--- config.mk ---
export PLATFORM = sky130hd
export DESIGN_NAME = caesar_stream_decoder_flat
export DESIGN_NICKNAME = d
export VERILOG_FILES = /design/src/rtl/caesar_stream_if.sv /design/src/rtl/caesar_stream_decoder.sv /design/src/flat_wrapper.sv
export SDC_FILE = /design/constraint.sdc
export NUM_CORES = 1
export LEC_CHECK = 0
export CAP_MARGIN = 20
export CORE_ASPECT_RATIO = 0.5
export CORE_MARGIN = 2
export CORE_UTILIZATION = 55
export DETAILED_ROUTE_END_ITERATION = 10
export PLACE_DENSITY_LB_ADDON = 0.3
export SYNTH_ARGS = -nofsm -noshare
export SYNTH_HDL_FRONTEND = slang
export SYNTH_SLANG_ARGS = --single-unit
--- constraint.sdc ---
create_clock -name clk -period 2.9 [get_ports clk]
set_input_delay 0.58 -clock clk [delete_from_list [all_inputs] [get_ports clk]]
set_output_delay 0.58 -clock clk [all_outputs]
set_load 0.02 [all_outputs]
--- src/rtl/caesar_stream_if.sv ---
// Valid/ready stream bundle for the Caesar decoder: ciphertext in, plaintext out.
// The slave modport is the decoder's view; the master modport is the producer/consumer side.
interface caesar_stream_if;
   logic [4:0] in_data;
   logic       in_valid;
   logic       in_ready;
   logic [4:0] out_data;
   logic       out_err;
   logic       out_valid;
   logic       out_ready;

   modport slave (
      input  in_data, in_valid, out_ready,
      output in_ready, out_data, out_err, out_valid
   );

   modport master (
      output in_data, in_valid, out_ready,
      input  in_ready, out_data, out_err, out_valid
   );
endinterface

--- src/rtl/caesar_stream_decoder.sv ---
// Caesar-cipher stream decoder: subtracts a latched key mod 26 from each ciphertext
// letter and buffers the plaintext in a small FIFO.
//
// state | meaning
// ------+--------------------------------------------------------------
// NOKEY | no key latched since reset; input side held off
// RUN   | key latched; letters are decoded and queued
module caesar_stream_decoder #(
   parameter int DEPTH   = 4,
   parameter int COUNT_W = 8
) (
   input  logic               clk,
   input  logic               resetn,
   input  logic [4:0]         key_in,
   input  logic               key_load,
   output logic               key_loaded,
   output logic [COUNT_W-1:0] char_count,
   caesar_stream_if.slave     s
);

   localparam int PTR_W = (DEPTH > 1) ? $clog2(DEPTH) : 1;
   localparam int OCC_W = $clog2(DEPTH + 1);

   typedef enum logic {ST_NOKEY = 1'b0, ST_RUN = 1'b1} state_t;

   state_t             state_q, state_d;
   logic               in_ready_c;
   logic               accept;
   logic               pop;
   logic               flush;

   logic [4:0]         key_q;
   logic               key_loaded_q;
   logic [COUNT_W-1:0] count_q;
   logic [5:0]         mem [DEPTH];
   logic [PTR_W-1:0]   wr_ptr, rd_ptr;
   logic [OCC_W-1:0]   occ;
   logic               empty, full;

   logic [4:0]         key_red;
   logic [4:0]         dec_data;
   logic               in_bad;
   logic [5:0]         entry;

   assign empty = (occ == '0);
   assign full  = (occ == OCC_W'(DEPTH));

   // ---------------- FSM ----------------
   always_ff @(posedge clk) begin
      if (!resetn) state_q <= ST_NOKEY;
      else         state_q <= state_d;
   end

   always_comb begin
      state_d = state_q;
      if (key_load) state_d = ST_RUN;
   end

   always_comb begin
      flush      = key_load;
      in_ready_c = (state_q == ST_RUN) && !full && !key_load;
      accept     = s.in_valid && in_ready_c;
      pop        = !empty && s.out_ready && !key_load;
   end

   // ---------------- decode ----------------
   // Key is below 26, so 26-key fits 5 bits and the wrapped sum never exceeds 25.
   assign key_red = (key_in >= 5'd26) ? (key_in - 5'd26) : key_in;
   assign in_bad  = (s.in_data >= 5'd26);

   always_comb begin
      dec_data = '0;
      if (s.in_data >= key_q) dec_data = s.in_data - key_q;
      else                    dec_data = s.in_data + (5'd26 - key_q);
      entry = in_bad ? {1'b1, 5'd31} : {1'b0, dec_data};
   end

   // ---------------- key / status ----------------
   always_ff @(posedge clk) begin
      if (!resetn) begin
         key_q        <= '0;
         key_loaded_q <= 1'b0;
         count_q      <= '0;
      end else if (flush) begin
         key_q        <= key_red;
         key_loaded_q <= 1'b1;
         count_q      <= '0;
      end else if (accept && !in_bad && (count_q != '1)) begin
         count_q      <= count_q + 1'b1;
      end
   end

   // ---------------- FIFO ----------------
   always_ff @(posedge clk) begin
      if (!resetn) begin
         wr_ptr <= '0;
         rd_ptr <= '0;
         occ    <= '0;
      end else if (flush) begin
         wr_ptr <= '0;
         rd_ptr <= '0;
         occ    <= '0;
      end else begin
         if (accept)
            wr_ptr <= (wr_ptr == PTR_W'(DEPTH - 1)) ? '0 : wr_ptr + 1'b1;
         if (pop)
            rd_ptr <= (rd_ptr == PTR_W'(DEPTH - 1)) ? '0 : rd_ptr + 1'b1;
         case ({accept, pop})
            2'b10:   occ <= occ + 1'b1;
            2'b01:   occ <= occ - 1'b1;
            default: occ <= occ;
         endcase
      end
   end

   always_ff @(posedge clk) begin
      if (accept) mem[wr_ptr] <= entry;
   end

   // ---------------- outputs ----------------
   assign s.in_ready  = in_ready_c;
   assign s.out_valid = !empty;
   assign s.out_data  = empty ? 5'd0 : mem[rd_ptr][4:0];
   assign s.out_err   = empty ? 1'b0 : mem[rd_ptr][5];
   assign key_loaded  = key_loaded_q;
   assign char_count  = count_q;

endmodule

--- src/flat_wrapper.sv ---
// flat-port wrapper written by rule: the top's interface ports become plain ports
module caesar_stream_decoder_flat 
#(
   parameter int DEPTH   = 4,
   parameter int COUNT_W = 8
)
  (clk, resetn, key_in, key_load, key_loaded, char_count, s_in_data, s_in_valid, s_out_ready, s_in_ready, s_out_data, s_out_err, s_out_valid);
  caesar_stream_if s_i ();
  input  logic clk;
  input  logic resetn;
  input  logic [4:0] key_in;
  input  logic key_load;
  output logic key_loaded;
  output logic [COUNT_W-1:0] char_count;
  input wire logic [$bits(s_i.in_data)-1:0] s_in_data;
  input wire logic [$bits(s_i.in_valid)-1:0] s_in_valid;
  input wire logic [$bits(s_i.out_ready)-1:0] s_out_ready;
  output wire logic [$bits(s_i.in_ready)-1:0] s_in_ready;
  output wire logic [$bits(s_i.out_data)-1:0] s_out_data;
  output wire logic [$bits(s_i.out_err)-1:0] s_out_err;
  output wire logic [$bits(s_i.out_valid)-1:0] s_out_valid;
  assign s_i.in_data = s_in_data;
  assign s_i.in_valid = s_in_valid;
  assign s_i.out_ready = s_out_ready;
  assign s_in_ready = s_i.in_ready;
  assign s_out_data = s_i.out_data;
  assign s_out_err = s_i.out_err;
  assign s_out_valid = s_i.out_valid;
  caesar_stream_decoder #(.DEPTH(DEPTH), .COUNT_W(COUNT_W)) u_core (.clk(clk), .resetn(resetn), .key_in(key_in), .key_load(key_load), .key_loaded(key_loaded), .char_count(char_count), .s(s_i));
endmodule
==> impl_metrics.env <==
export IMPL_r2r_start="u_core.occ[0]$_SDFFE_PP0P_"
export IMPL_ys_flop_type="edfxtp_1"
export IMPL_cts_sinks=47
export IMPL_numPortBuffers=31
export IMPL_endpoint_kind="output pin"
export IMPL_worstPathMaxFanout=6
export IMPL_cts_clk_slew_worst_paths_ns=0.09
export IMPL_ys_seq_area_share_pct=45.0
export IMPL_final_cell_mix="31 x clkdlybuf4s50_1, 24 x edfxtp_1, 23 x dfxtp_1"
export IMPL_grtUsageTotal_pct=21.4
export IMPL_fill_cells=356
export IMPL_avgRoutedWirePerCell_um=14.4
export IMPL_rrSetupSlack_ns=0.54
export IMPL_fin_nets=316
export IMPL_drv_slew=0
export IMPL_crit_required_ns=2.32
export IMPL_maxCapViolCount=0
export IMPL_vdd_drop_max_uv=223
export IMPL_antenna_found_initial=0
export IMPL_period_needed_ns=2.71
export IMPL_clockRootBuffer="clkbuf_8"
export IMPL_final_common_cell="clkdlybuf4s50_1"
export IMPL_tritoncts="done"
export IMPL_die_area_mm2=0.00538
export IMPL_setup_viol=0
export IMPL_tightestPinTransition_ns=0.508
export IMPL_die_h_um=52.9
export IMPL_setup_tns_ns=0
export IMPL_yosys_warnings=0
export IMPL_rows=17
export IMPL_fin_hold_ws_ns=0.490
export IMPL_syn2layout_area_growth_pct=19.6
export IMPL_insertion_delay_ns=0.30
export IMPL_finalWirelength_um=4970
export IMPL_status="completed"
export IMPL_finalHoldViolations=0
export IMPL_final_core_utilization_pct=70.0
export IMPL_clock_skew_ns=0.00680
export IMPL_post_cts_buffers=0
export IMPL_place_hpwl_um=3820
export IMPL_syn_cell_area_mm2=0.00263
export IMPL_drive_above_1_share_pct=10.0
export IMPL_die_w_um=102
export IMPL_ff2ff_path_depth=9
export IMPL_core_mm2=0.00449
export IMPL_synth_distinct_cells=53
export IMPL_ios=32
export IMPL_endpoint="s_out_data[0]"
export IMPL_avgSynthCellArea_um2=10.9
export IMPL_globalplace_congestion=0.827
export IMPL_grt_first_pass_wirelength_um=8580
export IMPL_critPathArrivalTime_ns=2.13
export IMPL_overflow=0
export IMPL_dr_pass1_iters=4
export IMPL_clockBufferDepth=2
export IMPL_async_reset_ff_share_pct=0
export IMPL_period_share_pct=93.4
export IMPL_synth_edf_count=24
export IMPL_drtIter0Drc=105
export IMPL_powerDensity_mw_per_mm2=427
export IMPL_vias=1876
export IMPL_cp_start_kind="register"
export IMPL_start_util_pct=58.5
export IMPL_route_detailed_drc=0
export IMPL_syn_num_nets=277
export IMPL_grt_pass1_vias=1816
export IMPL_maxSlewHeadroom_pct=66.1
export IMPL_rsz0062_at_grt="false"
export IMPL_hold_buffers=0
export IMPL_htree_levels=2
export IMPL_synth_seq_cells=47
export IMPL_viasPerCell=5.42
export IMPL_n_antenna_cell=0
export IMPL_cts_buffers=5
export IMPL_cts_resized=0
export IMPL_final_antenna_net_count=0
export IMPL_synthCells=240
export IMPL_total_leakage_power_nw=1.17
export IMPL_critPathKind="register to output pin"
export IMPL_grt_max_degree=16
export IMPL_r2r_end="u_core.occ[2]$_SDFFE_PP0P_"
export IMPL_hold_class="register to register"
export IMPL_max_freq_mhz=369
cells in the mapped netlist (2+ instances only):
| cell | instances | share of area [%] |
|---|---|---|
| edfxtp_1 | 24 | 27 |
| dfxtp_1 | 23 | 18 |
| inv_1 | 22 | 3.1 |
| ha_1 | 18 | 8.6 |
| nand2_1 | 16 | 2.3 |
| nor2_1 | 16 | 2.3 |
| a21oi_1 | 10 | 1.9 |
| and2_1 | 10 | 2.4 |
| o21ai_0 | 10 | 1.9 |
| and3_1 | 6 | 1.4 |
| mux4_2 | 6 | 5.1 |
| o211ai_1 | 6 | 1.7 |
| clkbuf_1 | 5 | 0.71 |
| mux2i_1 | 5 | 1.9 |
| nand3_1 | 5 | 0.95 |
| fa_1 | 4 | 3.0 |
| nand2b_1 | 4 | 0.95 |
| xor2_1 | 4 | 1.3 |
| a21boi_0 | 3 | 0.86 |
| nand4_1 | 3 | 0.71 |
| nor2b_1 | 3 | 0.71 |
| o21a_1 | 3 | 0.86 |
| or3_1 | 3 | 0.71 |
| xnor2_1 | 2 | 0.67 |
per-stage QoR:
| step | instances | total power, mW | setup WS, ns | area (um^2) |
|---|---|---|---|---|
| after floorplan | 240 | 0.873 | 0.598 | 2630 |
| after global placement | 338 | 0.936 | 0.0308 | 3040 |
| after detailed placement | 338 | 0.946 | -0.0222 | 3040 |
| after CTS | 346 | 1.35 | 0.154 | 3140 |
| after global routing | 346 | 1.40 | 0.0743 | 3140 |
| final | 346 | 1.34 | 0.192 | 3140 |
sequential cells by signal, summed over array words and instances (netlist names), named ones only:
| signal | flops |
|---|---|
| u_core.wr_ptr | 2 |
| u_core.char_count | 8 |
| u_core.key_q | 5 |
| u_core.key_loaded | 1 |
| u_core.mem | 24 |
| u_core.rd_ptr | 2 |
| u_core.occ | 3 |
cell families after synthesis:
logic type	share of synthesized area (%)
fa+ha+maj	11.6
buf+inv	4.43
xor+xnor	2.00
simple gates	17.6
mux	7.05
flops	45.0
compound gates	12.3
worst max-delay path, cell delays in order, from the launching register on:
cell             delay, ns
dfxtp_1               0.58
mux4_2                0.54
and2_1                0.17
clkdlybuf4s50_1       0.53
final cells by class:
type / instances / area (um^2) / area share [%]
Tap cell: 66 / 82.6 / 2.63
Clock inverter: 2 / 16.3 / 0.518
Sequential cell: 47 / 1180 / 37.6
Clock buffer: 6 / 82.6 / 2.63
Multi-Input combinational cell: 164 / 1330 / 42.3
Inverter: 23 / 86.3 / 2.75
Timing Repair Buffer: 38 / 363 / 11.6
routing by layer:
layer	vias to the layer above	track usage (%)	share of wire, %
met1	885	29.8	50
met3	5	4.36	4.1
met4	0	4.73	0.58
met2	44	35.1	45
li1	942	-	-
met5	-	0	0
power breakdown:
group          internal, mW  total [mW]  switching [mW]
registers             0.723       0.729         0.00640
clock network         0.194       0.408           0.213
logic                0.0946       0.203           0.109
total                  1.01        1.34           0.329
worst min-delay path by stage:
stage	slack, ns	from	cells after the start	endpoint
finish	0.49	u_core.key_q[2]$_SDFFE_PN0P_	2	u_core.key_q[2]$_SDFFE_PN0P_
detailed placement	0.48	u_core.key_q[2]$_SDFFE_PN0P_	2	u_core.key_q[2]$_SDFFE_PN0P_
floorplan	0.45	u_core.key_q[2]$_SDFFE_PN0P_	2	u_core.key_q[2]$_SDFFE_PN0P_
global placement	0.47	u_core.rd_ptr[1]$_SDFFE_PP0P_	2	u_core.rd_ptr[1]$_SDFFE_PP0P_
global route	0.50	u_core.key_q[2]$_SDFFE_PN0P_	2	u_core.key_q[2]$_SDFFE_PN0P_
CTS	0.49	u_core.key_q[2]$_SDFFE_PN0P_	2	u_core.key_q[2]$_SDFFE_PN0P_
Power figures use the tool's default switching activity.
